File: src/rtl/cordic_vector_if.sv
// Handshake and data bundle for the vectoring CORDIC: request (start plus an X/Y pair) and response (angle plus magnitude).
interface cordic_vector_if;
    logic               start;
    logic signed [15:0] x_in;
    logic signed [15:0] y_in;
    logic               busy;
    logic               done;
    logic signed [15:0] angle_out;
    logic        [16:0] mag_out;

    modport master (
        output start, x_in, y_in,
        input  busy, done, angle_out, mag_out
    );

    modport slave (
        input  start, x_in, y_in,
        output busy, done, angle_out, mag_out
    );
endinterface

File: src/rtl/cordic_vector.sv
// Iterative vectoring CORDIC: converts (x, y) into a binary angle (32768 = pi) and a gain-scaled magnitude.
// One micro-rotation per clock, after a quadrant pre-rotation that brings the vector into the right half-plane.
module cordic_vector #(
    parameter int ITER = 15
) (
    input  logic           clock,
    input  logic           reset,
    cordic_vector_if.slave bus_io
);
    typedef enum logic [1:0] {IDLE, LOAD, ROTATE, DONE} state_t;

    state_t             state_q, state_d;
    logic signed [15:0] xin_q, xin_d, yin_q, yin_d;
    logic signed [17:0] x_q, x_d, y_q, y_d;
    logic signed [15:0] z_q, z_d;
    logic        [3:0]  cnt_q, cnt_d;
    logic               zero_q, zero_d;
    logic signed [15:0] angle_q, angle_d;
    logic        [16:0] mag_q, mag_d;

    logic signed [17:0] xin_ext, yin_ext, x_sh, y_sh;
    logic signed [15:0] atan_i;

    function automatic logic signed [15:0] atan_lut(input logic [3:0] i);
        case (i)
            4'd0:    return 16'sd8192;
            4'd1:    return 16'sd4836;
            4'd2:    return 16'sd2555;
            4'd3:    return 16'sd1297;
            4'd4:    return 16'sd651;
            4'd5:    return 16'sd326;
            4'd6:    return 16'sd163;
            4'd7:    return 16'sd81;
            4'd8:    return 16'sd41;
            4'd9:    return 16'sd20;
            4'd10:   return 16'sd10;
            4'd11:   return 16'sd5;
            4'd12:   return 16'sd3;
            4'd13:   return 16'sd1;
            4'd14:   return 16'sd1;
            default: return 16'sd0;
        endcase
    endfunction

    assign xin_ext = {{2{xin_q[15]}}, xin_q};
    assign yin_ext = {{2{yin_q[15]}}, yin_q};
    assign x_sh    = x_q >>> cnt_q;
    assign y_sh    = y_q >>> cnt_q;
    assign atan_i  = atan_lut(cnt_q);

    always_comb begin
        state_d = state_q;
        xin_d   = xin_q;
        yin_d   = yin_q;
        x_d     = x_q;
        y_d     = y_q;
        z_d     = z_q;
        cnt_d   = cnt_q;
        zero_d  = zero_q;
        angle_d = angle_q;
        mag_d   = mag_q;

        unique case (state_q)
            IDLE: begin
                if (bus_io.start) begin
                    xin_d   = bus_io.x_in;
                    yin_d   = bus_io.y_in;
                    state_d = LOAD;
                end
            end
            LOAD: begin
                cnt_d  = '0;
                zero_d = (xin_q == '0) && (yin_q == '0);
                // Left half-plane vectors are turned by +/-90 degrees so the iterations always converge.
                if (!xin_q[15]) begin
                    x_d = xin_ext;
                    y_d = yin_ext;
                    z_d = '0;
                end else if (!yin_q[15]) begin
                    x_d = yin_ext;
                    y_d = -xin_ext;
                    z_d = 16'sd16384;
                end else begin
                    x_d = -yin_ext;
                    y_d = xin_ext;
                    z_d = -16'sd16384;
                end
                state_d = ROTATE;
            end
            ROTATE: begin
                if (cnt_q == 4'(ITER)) begin
                    angle_d = zero_q ? '0 : z_q;
                    mag_d   = zero_q ? '0 : x_q[16:0];
                    state_d = DONE;
                end else begin
                    if (!y_q[17]) begin
                        x_d = x_q + y_sh;
                        y_d = y_q - x_sh;
                        z_d = z_q + atan_i;
                    end else begin
                        x_d = x_q - y_sh;
                        y_d = y_q + x_sh;
                        z_d = z_q - atan_i;
                    end
                    cnt_d = cnt_q + 4'd1;
                end
            end
            DONE: begin
                state_d = IDLE;
            end
            default: begin
                state_d = IDLE;
            end
        endcase
    end

    always_ff @(posedge clock) begin
        if (reset) begin
            state_q <= IDLE;
            xin_q   <= '0;
            yin_q   <= '0;
            x_q     <= '0;
            y_q     <= '0;
            z_q     <= '0;
            cnt_q   <= '0;
            zero_q  <= 1'b0;
            angle_q <= '0;
            mag_q   <= '0;
        end else begin
            state_q <= state_d;
            xin_q   <= xin_d;
            yin_q   <= yin_d;
            x_q     <= x_d;
            y_q     <= y_d;
            z_q     <= z_d;
            cnt_q   <= cnt_d;
            zero_q  <= zero_d;
            angle_q <= angle_d;
            mag_q   <= mag_d;
        end
    end

    assign bus_io.busy      = (state_q != IDLE);
    assign bus_io.done      = (state_q == DONE);
    assign bus_io.angle_out = angle_q;
    assign bus_io.mag_out   = mag_q;
endmodule

File: src/flat_wrapper.sv
// flat-port wrapper written by rule: the top's interface ports become plain ports
module cordic_vector_flat 
#(
    parameter int ITER = 15
)
  (clock, reset, bus_io_start, bus_io_x_in, bus_io_y_in, bus_io_busy, bus_io_done, bus_io_angle_out, bus_io_mag_out);
  cordic_vector_if bus_io_i ();
  input  logic clock;
  input  logic reset;
  input wire logic [$bits(bus_io_i.start)-1:0] bus_io_start;
  input wire logic [$bits(bus_io_i.x_in)-1:0] bus_io_x_in;
  input wire logic [$bits(bus_io_i.y_in)-1:0] bus_io_y_in;
  output wire logic [$bits(bus_io_i.busy)-1:0] bus_io_busy;
  output wire logic [$bits(bus_io_i.done)-1:0] bus_io_done;
  output wire logic [$bits(bus_io_i.angle_out)-1:0] bus_io_angle_out;
  output wire logic [$bits(bus_io_i.mag_out)-1:0] bus_io_mag_out;
  assign bus_io_i.start = bus_io_start;
  assign bus_io_i.x_in = bus_io_x_in;
  assign bus_io_i.y_in = bus_io_y_in;
  assign bus_io_busy = bus_io_i.busy;
  assign bus_io_done = bus_io_i.done;
  assign bus_io_angle_out = bus_io_i.angle_out;
  assign bus_io_mag_out = bus_io_i.mag_out;
  cordic_vector #(.ITER(ITER)) u_core (.clock(clock), .reset(reset), .bus_io(bus_io_i));
endmodule
File: config.mk
export PLATFORM = sky130hd
export DESIGN_NAME = cordic_vector_flat
export DESIGN_NICKNAME = d
export VERILOG_FILES = /design/src/rtl/cordic_vector_if.sv /design/src/rtl/cordic_vector.sv /design/src/flat_wrapper.sv
export SDC_FILE = /design/constraint.sdc
export NUM_CORES = 1
export LEC_CHECK = 0
export BUFFER_PORTS_ARGS = -buffer_cell sky130_fd_sc_hd__buf_2
export CAP_MARGIN = 20
export CORE_ASPECT_RATIO = 1.2
export CORE_MARGIN = 4
export CORE_UTILIZATION = 45
export DETAILED_ROUTE_END_ITERATION = 10
export PLACE_DENSITY_LB_ADDON = 0.15
export SLEW_MARGIN = 15
export SYNTH_ARGS = -nofsm -noshare
export SYNTH_HDL_FRONTEND = slang
export SYNTH_SLANG_ARGS = --single-unit
export TNS_END_PERCENT = 30
File: constraint.sdc
create_clock -name clock -period 5.2 [get_ports clock]
set_input_delay 0.26 -clock clock [delete_from_list [all_inputs] [get_ports clock]]
set_output_delay 0.26 -clock clock [all_outputs]
set_load 0.005 [all_outputs]
==> run metrics, run 1 <==
peak supply drop 0.6253 mV; yosys warns 0; area of the multi-input gates 8255 um2; number of port buffers 69; Post-Route WL 35900 um; Synth Flop Type dfxtp_1; most frequent cells in the layout 181 x nor2_1, 168 x nand2_1, 153 x a21oi_1; max cap viols 0; Power Density 761.2 nW/um2; CP Launch Type flip-flop; fmax 198.4 MHz; mapped cell area 11540 um2; Post-synth ARST share 0%; P_leak 0.005228 uW; via count 11430; Final period util 96.95%; min-delay worst type in -> reg; share of layout cells above drive strength 1 15.71%; Clock Sinks 138; Die Wd 154.2 um; Num CTS Buffers 17; CTS tree built; dpl hpwl 26820 um; RSZ-0062 raised after global routing true; Post-synth EDFFs 0; post-synthesis area per instance 7.673 um2; Cell Rows 63; crit path time final 5.041 ns; skew final 0.01419 ns; Die Y 183.4 um; total power 9974 uW; Setup TNS Final 0 ns; DRT antenna net count 0; synthesized instance count 1504; Final GP Congestion 0.9728; sequential share of the synthesized area 23.94%; Max FO, Critical Path 12; GRT Util Overall 24.82%; #FFs+latches synth 138; dpl cell area 12370 um2; # DRC 0; Via density 6.023; Final Hold Vio Count 0; die footprint 28280 um2; Final setup viols 0; critical path endpoint category flip-flop; status finished, final reports clean; first-pass GRT wire length 57550 um; register clock-pin slew on the reported worst setup and hold paths 0.07 ns; Final Max Tran Viols 0; Slew @ Worst Pin 1.074 ns; DR WL/cell 18.92 um; Pre-antenna DRT Iters 5; core area 24990 um2; Design Area, Final 13100 um2; fillcell total 2396; Area Overhead vs Synth 13.55%; Clock Latency Late Sink 0.44 ns; # IOs 70; Starting DRT DRC Count 856; WP data required 5.57 ns; commonest non-fill, non-tap cell in the layout nor2_1; Syn Nets 1608; Initial Utilization 46.18%; initial antenna violation count 0; # H-tree levels 4; vias in the first global route 10760; distinct cell type count of the synthesized netlist 80; Critical Path AT 5.42 ns; Max Root-Sink Buffers 2; # diodes 0; total gr overflow 0; largest net degree at the start of global routing 97; slew margin rel. 28.43%; Final Util 52.44%; Storage cell area 2770 um2; critical path type reg -> reg; CTS Root Cell clkbuf_16; Post-Place Cells 1862; Layout Nets 1663; final std cells w/o fill 1897
==> cells in the mapped netlist, types with 6 or more instances <==
| master | count | area share, % |
|---|---|---|
| nor2_1 | 182 | 5.9 |
| nand2_1 | 168 | 5.5 |
| a21oi_1 | 153 | 6.6 |
| dfxtp_1 | 138 | 24 |
| clkbuf_1 | 67 | 2.2 |
| ha_1 | 66 | 7.2 |
| o21ai_0 | 66 | 2.9 |
| xnor2_1 | 61 | 4.6 |
| nor3_1 | 56 | 2.4 |
| a211oi_1 | 46 | 3.0 |
| inv_1 | 41 | 1.3 |
| nor3b_1 | 38 | 2.5 |
| mux2i_1 | 27 | 2.3 |
| mux4_2 | 25 | 4.9 |
| nand3_1 | 24 | 1.0 |
| xor2_1 | 23 | 1.7 |
| a31oi_1 | 19 | 1.0 |
| mux2_2 | 19 | 1.9 |
| and2_1 | 16 | 0.87 |
| buf_1 | 16 | 0.52 |
| a21o_1 | 15 | 0.98 |
| a22oi_1 | 15 | 0.98 |
| nor2b_1 | 14 | 0.76 |
| buf_2 | 13 | 0.56 |
| nand2b_1 | 12 | 0.65 |
| and3_1 | 10 | 0.54 |
| nor4_1 | 10 | 0.54 |
| or3_1 | 10 | 0.54 |
| a311oi_1 | 9 | 0.68 |
| o211ai_1 | 8 | 0.52 |
| o21a_1 | 8 | 0.52 |
| o31ai_1 | 8 | 0.52 |
| or2_2 | 8 | 0.43 |
| or4_1 | 8 | 0.52 |
| nand4_1 | 7 | 0.38 |
| o22ai_1 | 6 | 0.33 |
| o41ai_1 | 6 | 0.46 |
==> worst max-delay path: stages, from the launching register on <==
cell     delay, ns
dfxtp_4       0.44
buf_4         0.25
mux2_2        0.39
mux4_2        0.51
a21o_1        0.24
inv_1         0.06
ha_1          0.16
nand4_1       0.15
buf_4         0.20
nor2_1        0.10
nor2_1        0.06
xnor2_1       0.27
ha_1          0.35
and4_1        0.23
and2_1        0.18
o21ai_0       0.07
o21ai_0       0.17
o41ai_1       0.29
buf_4         0.18
o21ai_0       0.11
or4_1         0.48
nand3_1       0.09
==> state kept, by name, summed over array words and instances, names as in the netlist <==
name / count
u_core.z_q: 16
u_core.atan_i: 14
u_core.bus_io.angle_out: 16
u_core.state_q: 2
u_core.bus_io.mag_out: 17
u_core.cnt_q: 4
u_core.x_q: 18
u_core.xin_q: 16
u_core.zero_q: 1
u_core.yin_q: 16
u_core.y_q: 18
==> routing by layer <==
metal | global-route usage (%) | up-vias | wire (um)
li1 | - | 5587 | -
met1 | 32.51 | 5388 | 15840
met2 | 40.47 | 356 | 16640
met3 | 3.909 | 94 | 1850
met4 | 11.06 | 0 | 1571
met5 | 0 | - | 0
==> through the flow <==
stage                     worst slack, ns  hold WS, ns
after floorplan                   0.01226       0.3960
after global placement            0.05303       0.4659
after detailed placement          0.01152       0.4700
after CTS                        0.002848      0.03483
after global routing             -0.07092      0.03897
final                              0.1586      0.05384
==> cell type report <==
type	instances	area share, %
clock buffers	17	3.246
inverters	41	1.174
well taps	325	3.103
repair buffers	137	6.693
multi-input cells	1224	63.00
flip-flops and latches	138	21.14
clock inverters	15	1.642
==> timing repair <==
| action | in CTS | in global routing |
|---|---|---|
| hold buffers | 0 | 0 |
| setup buffers | 0 | 3 |
| endpoints found under the setup margin | 0 | 7 |
| resized for setup | 0 | 16 |
==> path summary, 6_finish.rpt <==
check	slack, ns	cells past startpoint	start	endpoint
worst min-delay path	0.05	3	bus_io_y_in[2]	u_core.yin_q[2]
worst min register to register	0.48	2	u_core.z_q[13]	u_core.z_q[13]
worst max-delay path	0.16	21	u_core.cnt_q[0]	u_core.y_q[17]
worst max register to register	0.16	21	u_core.cnt_q[0]	u_core.y_q[17]
==> power breakdown <==
group	leakage, uW	switching (uW)	total, uW	internal [uW]
Combinational	0.00379	3960	7020	3060
Sequential	0.00113	336	1610	1270
Clock	0.000308	535	1350	815
==> kinds of logic (layout without fill, tap and decap cells) <==
logic type	Yosys count	count (layout)	synth area share [%]
and+or+nand+nor	584	584	24.17
AOI/OAI and AO/OA	411	411	22.54
buffers and inverters	142	210	5.085
DFF	138	138	23.94
xor gates and xnor gates	84	84	6.375
muxes	76	76	10.21
adders and majority gates	69	69	7.676
No activity file was read; power rests on OpenSTA's default activity.
==> inputs of run 2 (changes only) <==
- CTS_BUF_LIST: not set -> sky130_fd_sc_hd__clkbuf_8
- GPL_TIMING_DRIVEN: not set -> 1
==> run metrics, run 2 (same netlist as run 1, synthesis figures left out) <==
status finished, final reports clean; fillcell total 2411; most frequent cells in the layout 181 x nor2_1, 168 x nand2_1, 153 x a21oi_1; # DRC 0; Max Used Layer met4; GRT Util Overall 24.98%; commonest non-fill, non-tap cell in the layout nor2_1; Final period util 96.46%; Via density 6.025; register clock-pin slew on the reported worst setup and hold paths 0.10 ns; crit path time final 5.016 ns; Max FO, Critical Path 7; critical path type reg -> reg; Starting DRT DRC Count 936; Final Max Tran Viols 0; R2R Path Start u_core.cnt_q[0]; CTS Root Cell clkbuf_8; Storage cell area 2770 um2; Pre-antenna DRT Iters 5; Die Y 183.4 um; # diodes 0; Final setup viols 0; area of the multi-input gates 8259 um2; final setup margin 0.1842 ns; Area Overhead vs Synth 13.52%; # H-tree levels 4; Setup WS pre-CTS 0.01152 ns; fmax 199.4 MHz; DR WL/cell 18.87 um; slew margin rel. 29.07%; max cap viols 0; core area 24990 um2; Num CTS Buffers 17; number of port buffers 69; # IOs 70; CP Launch Point u_core.cnt_q[0]; CP Launch Type flip-flop; skew final 0.01496 ns; DRT antenna net count 0; Initial Utilization 46.18%; Die Wd 154.2 um; first-pass GRT wire length 57850 um; die footprint 28280 um2; Power Density 738.6 nW/um2; vias in the first global route 10770; Clock Latency Late Sink 0.48 ns; peak supply drop 0.6522 mV; initial antenna violation count 0; dpl cell area 12370 um2; dpl hpwl 26820 um; P_leak 0.005215 uW; min-delay worst type in -> reg; share of layout cells above drive strength 1 15.65%; Clock Sinks 138; Post-Route WL 36160 um; critical path endpoint category flip-flop; CTS tree built; Final Hold Vio Count 0; total gr overflow 0; Design Area, Final 13100 um2; Critical Path AT 5.38 ns; Fin Hold WS 0.02487 ns; WP data required 5.56 ns; Max Root-Sink Buffers 2; largest net degree at the start of global routing 97; Layout Nets 1682; via count 11540; Hold Startpoint bus_io_x_in[14]; Final GP Congestion 0.9728; Final Util 52.43%; WL met3 1786 um; met2 routed WL 16890 um; wl on met1 15940 um; Cell Rows 63; Slew @ Worst Pin 1.064 ns
[run 2: cell count changes in the layout (fill, tap and decap cells not counted), sizes merged]
| cell | before | now |
|---|---|---|
| dlygate4sd3 | 0 | 18 |
| buf | 137 | 138 |
[run 2: path summary, 6_finish.rpt]
path                      end  slack, ns  cells past startpoint
max reg2reg    u_core.x_q[17]       0.18                     16
min reg2reg    u_core.z_q[13]       0.49                      2
max            u_core.x_q[17]       0.18                     16
min          u_core.xin_q[14]       0.02                      3
[run 2: timing repair]
item / CTS / global route
buffers inserted: 0 / 4
endpoints found under the setup margin: 1 / 4
hold buffers: 18 / 0
pin swaps: 0 / 5
gates cloned: 0 / 0
gates resized for setup: 1 / 16
hold endpoints to repair: 18 / 0
[run 2: metrics by stage]
stage,total power [uW],TNS (ns),instances
after global placement,8358,0,1861
after detailed placement,8434,0,1862
after CTS,9537,0,1912
after global routing,10490,-0.009560,1916
final,9675,0,1916
after floorplan,6768,0,1504
[run 2: final cells by class]
cell class                 count  share of cell area [%]
inverter                      41                   1.175
clock buffer                  17                   1.786
multi-input combinational   1224                   63.05
timing repair buffer         156                   8.099
clock inverter                15                   1.643
sequential                   138                   21.15
tap                          325                   3.104
[run 2: layer usage]
layer  global-route usage [%]  up-vias
met5                        0        -
met4                    10.46        0
met3                    3.367       93
met2                    41.01      378
met1                    33.12     5444
li1                         -     5629
[run 2: worst max-delay path: stages, from the launching register on]
cell	delay (ns)
dfxtp_4	0.41
buf_6	0.16
mux4_1	0.61
mux2_2	0.34
o22a_1	0.29
a211oi_2	0.32
nand3_2	0.16
or3b_2	0.51
o21ai_0	0.17
o2bb2ai_1	0.13
ha_1	0.28
or2_2	0.28
a21oi_1	0.15
a31oi_1	0.06
or4b_1	0.50
and3_1	0.16
or3b_1	0.35
[run 2: power breakdown]
group	internal [uW]	total [uW]	switching [uW]
Combinational	3070	7040	3970
Clock	534	1030	497
Sequential	1270	1600	333
==> inputs of run 3 (changes only) <==
- CORE_UTILIZATION: 45 -> 25
==> run metrics, run 3 (same netlist as run 1, synthesis figures left out) <==
status finished, final reports clean; commonest non-fill, non-tap cell in the layout nor2_1; critical path type reg -> reg; # IOs 70; initial antenna violation count 1; # H-tree levels 4; peak supply drop 0.5159 mV; P_leak 0.005332 uW; Fin Hold WS 0.04515 ns; Max Root-Sink Buffers 2; Final setup viols 0; Cell Rows 85; Via density 5.094; internal power 4962 uW; Final period util 96.09%; Power Density 727.8 nW/um2; Num CTS Buffers 17; CTS tree built; number of port buffers 69; RSZ-0062 raised after global routing false; Initial Utilization 25.47%; GRT Util Overall 16.64%; Clock Sinks 138; most frequent cells in the layout 180 x nor2_1, 167 x nand2_1, 152 x a21oi_1; Die Wd 204.1 um; Post-Route WL 41750 um; Final GP Congestion 0.8568; final std cells w/o fill 2227; Starting DRT DRC Count 762; Worst path slowest cell mux4_1; Net Sw Frac 50.14%; # DRC 0; max cap viols 0; crit path time final 4.997 ns; Area Overhead vs Synth 18.51%; dpl hpwl 31470 um; Critical Path AT 5.40 ns; final setup margin 0.2032 ns; Clock Latency Late Sink 0.51 ns; core area 45310 um2; min-delay worst type in -> reg; Setup TNS Final 0 ns; R2R Path Start u_core.cnt_q[0]; die footprint 49670 um2; CP delay by family, top simple AND/OR/NAND/NOR gates; Post-Place Cells 2154; DRT antenna net count 0; switching power 4990 uW; Comb power frac 73.6%; CP Launch Type flip-flop; max incr delay on CP 0.55 ns; via count 11350; Final Hold Vio Count 0; CTS Root Cell clkbuf_8; share of layout cells above drive strength 1 16.58%; Setup WS pre-CTS 0.03357 ns; Die Y 243.4 um; first-pass GRT wire length 65660 um; Max FO, Critical Path 4; Pre-antenna DRT Iters 7; total gr overflow 0; critical path endpoint category flip-flop; Hold Startpoint bus_io_x_in[7]; register clock-pin slew on the reported worst setup and hold paths 0.10 ns; Slew @ Worst Pin 1.005 ns; critical-path cell list buf_4, buf_4, mux4_1, mux2_2, o21ai_0, ha_1, nand4_1, o21ai_2, mux2_2, ha_1, and4_1, and3_1, o31ai_2, a31oi_1, or4b_1, and3_1, or3b_1; WP data required 5.60 ns; Buf/Inv on CP 2; clock power share 10.0%; largest net degree at the start of global routing 72; Layout Nets 1707; skew final 0.02068 ns; DR WL/cell 18.75 um; CP Launch Point u_core.cnt_q[0]; Final Max Tran Viols 0; Sequential Power Share 16.4%; slew margin rel. 32.32%; vias in the first global route 11060; fmax 200.1 MHz
[run 3: cell count changes in the layout (fill, tap and decap cells not counted), sizes merged]
cell         before  now
diode             0    2
inv              46   48
bufinv            4    3
buf             138  152
clkinv            4    3
dlygate4sd3      18   29
[run 3: through the flow]
stage	power (uW)	util, %	instance area (um2)
6_report	9952	30.19	13680
5_1_grt	10900	30.18	13670
4_1_cts	9896	29.81	13500
3_5_place_dp	8804	28.24	12790
3_3_place_gp	8820	28.24	12790
2_1_floorplan	6768	-	11540
[run 3: power groups by stage]
stage / clock network [uW] / registers (uW) / logic (uW)
after global routing: 1070 / 1670 / 8160
final: 995 / 1630 / 7320
after detailed placement: 0 / 1670 / 7130
after floorplan: 0 / 1470 / 5300
after CTS: 1040 / 1650 / 7210
after global placement: 0 / 1670 / 7150
[run 3: tightest hold or removal path, stage by stage]
cell and delay, ns:
buf_2 0.10, nand2_1 0.07, a21oi_1 0.06
[run 3: layout make-up]
cell class                 instances  area (um2)
antenna                            2       5.005
clock buffer                      17       234.0
clock inverter                    15       187.7
fill                            5002       31630
inverter                          41       153.9
multi-input combinational       1224        8282
sequential                       138        2770
tap                              609       762.0
timing repair buffer             181        1281
[run 3: repair_timing]
item	CTS	global route
hold buffers	29	0
setup buffers	0	9
gates resized for setup	0	21
endpoints found under the hold margin	29	0
setup endpoints to repair	0	6
[run 3: final timing paths]
| kind | endpoint | slack, ns | cells after the start |
|---|---|---|---|
| setup / recovery | u_core.x_q[17] | 0.20 | 17 |
| hold / removal | u_core.xin_q[7] | 0.05 | 3 |
| setup reg to reg | u_core.x_q[17] | 0.20 | 17 |
| hold reg to reg | u_core.bus_io.angle_out[0] | 0.49 | 2 |
[run 3: layer usage]
metal | global-route usage, % | routed length [um] | vias up
met2 | 29.46 | 21020 | 206
met3 | 2.421 | 1298 | 35
met4 | 4.061 | 803 | 0
met1 | 21.24 | 18630 | 5453
met5 | 0 | 0 | -
li1 | - | - | 5651
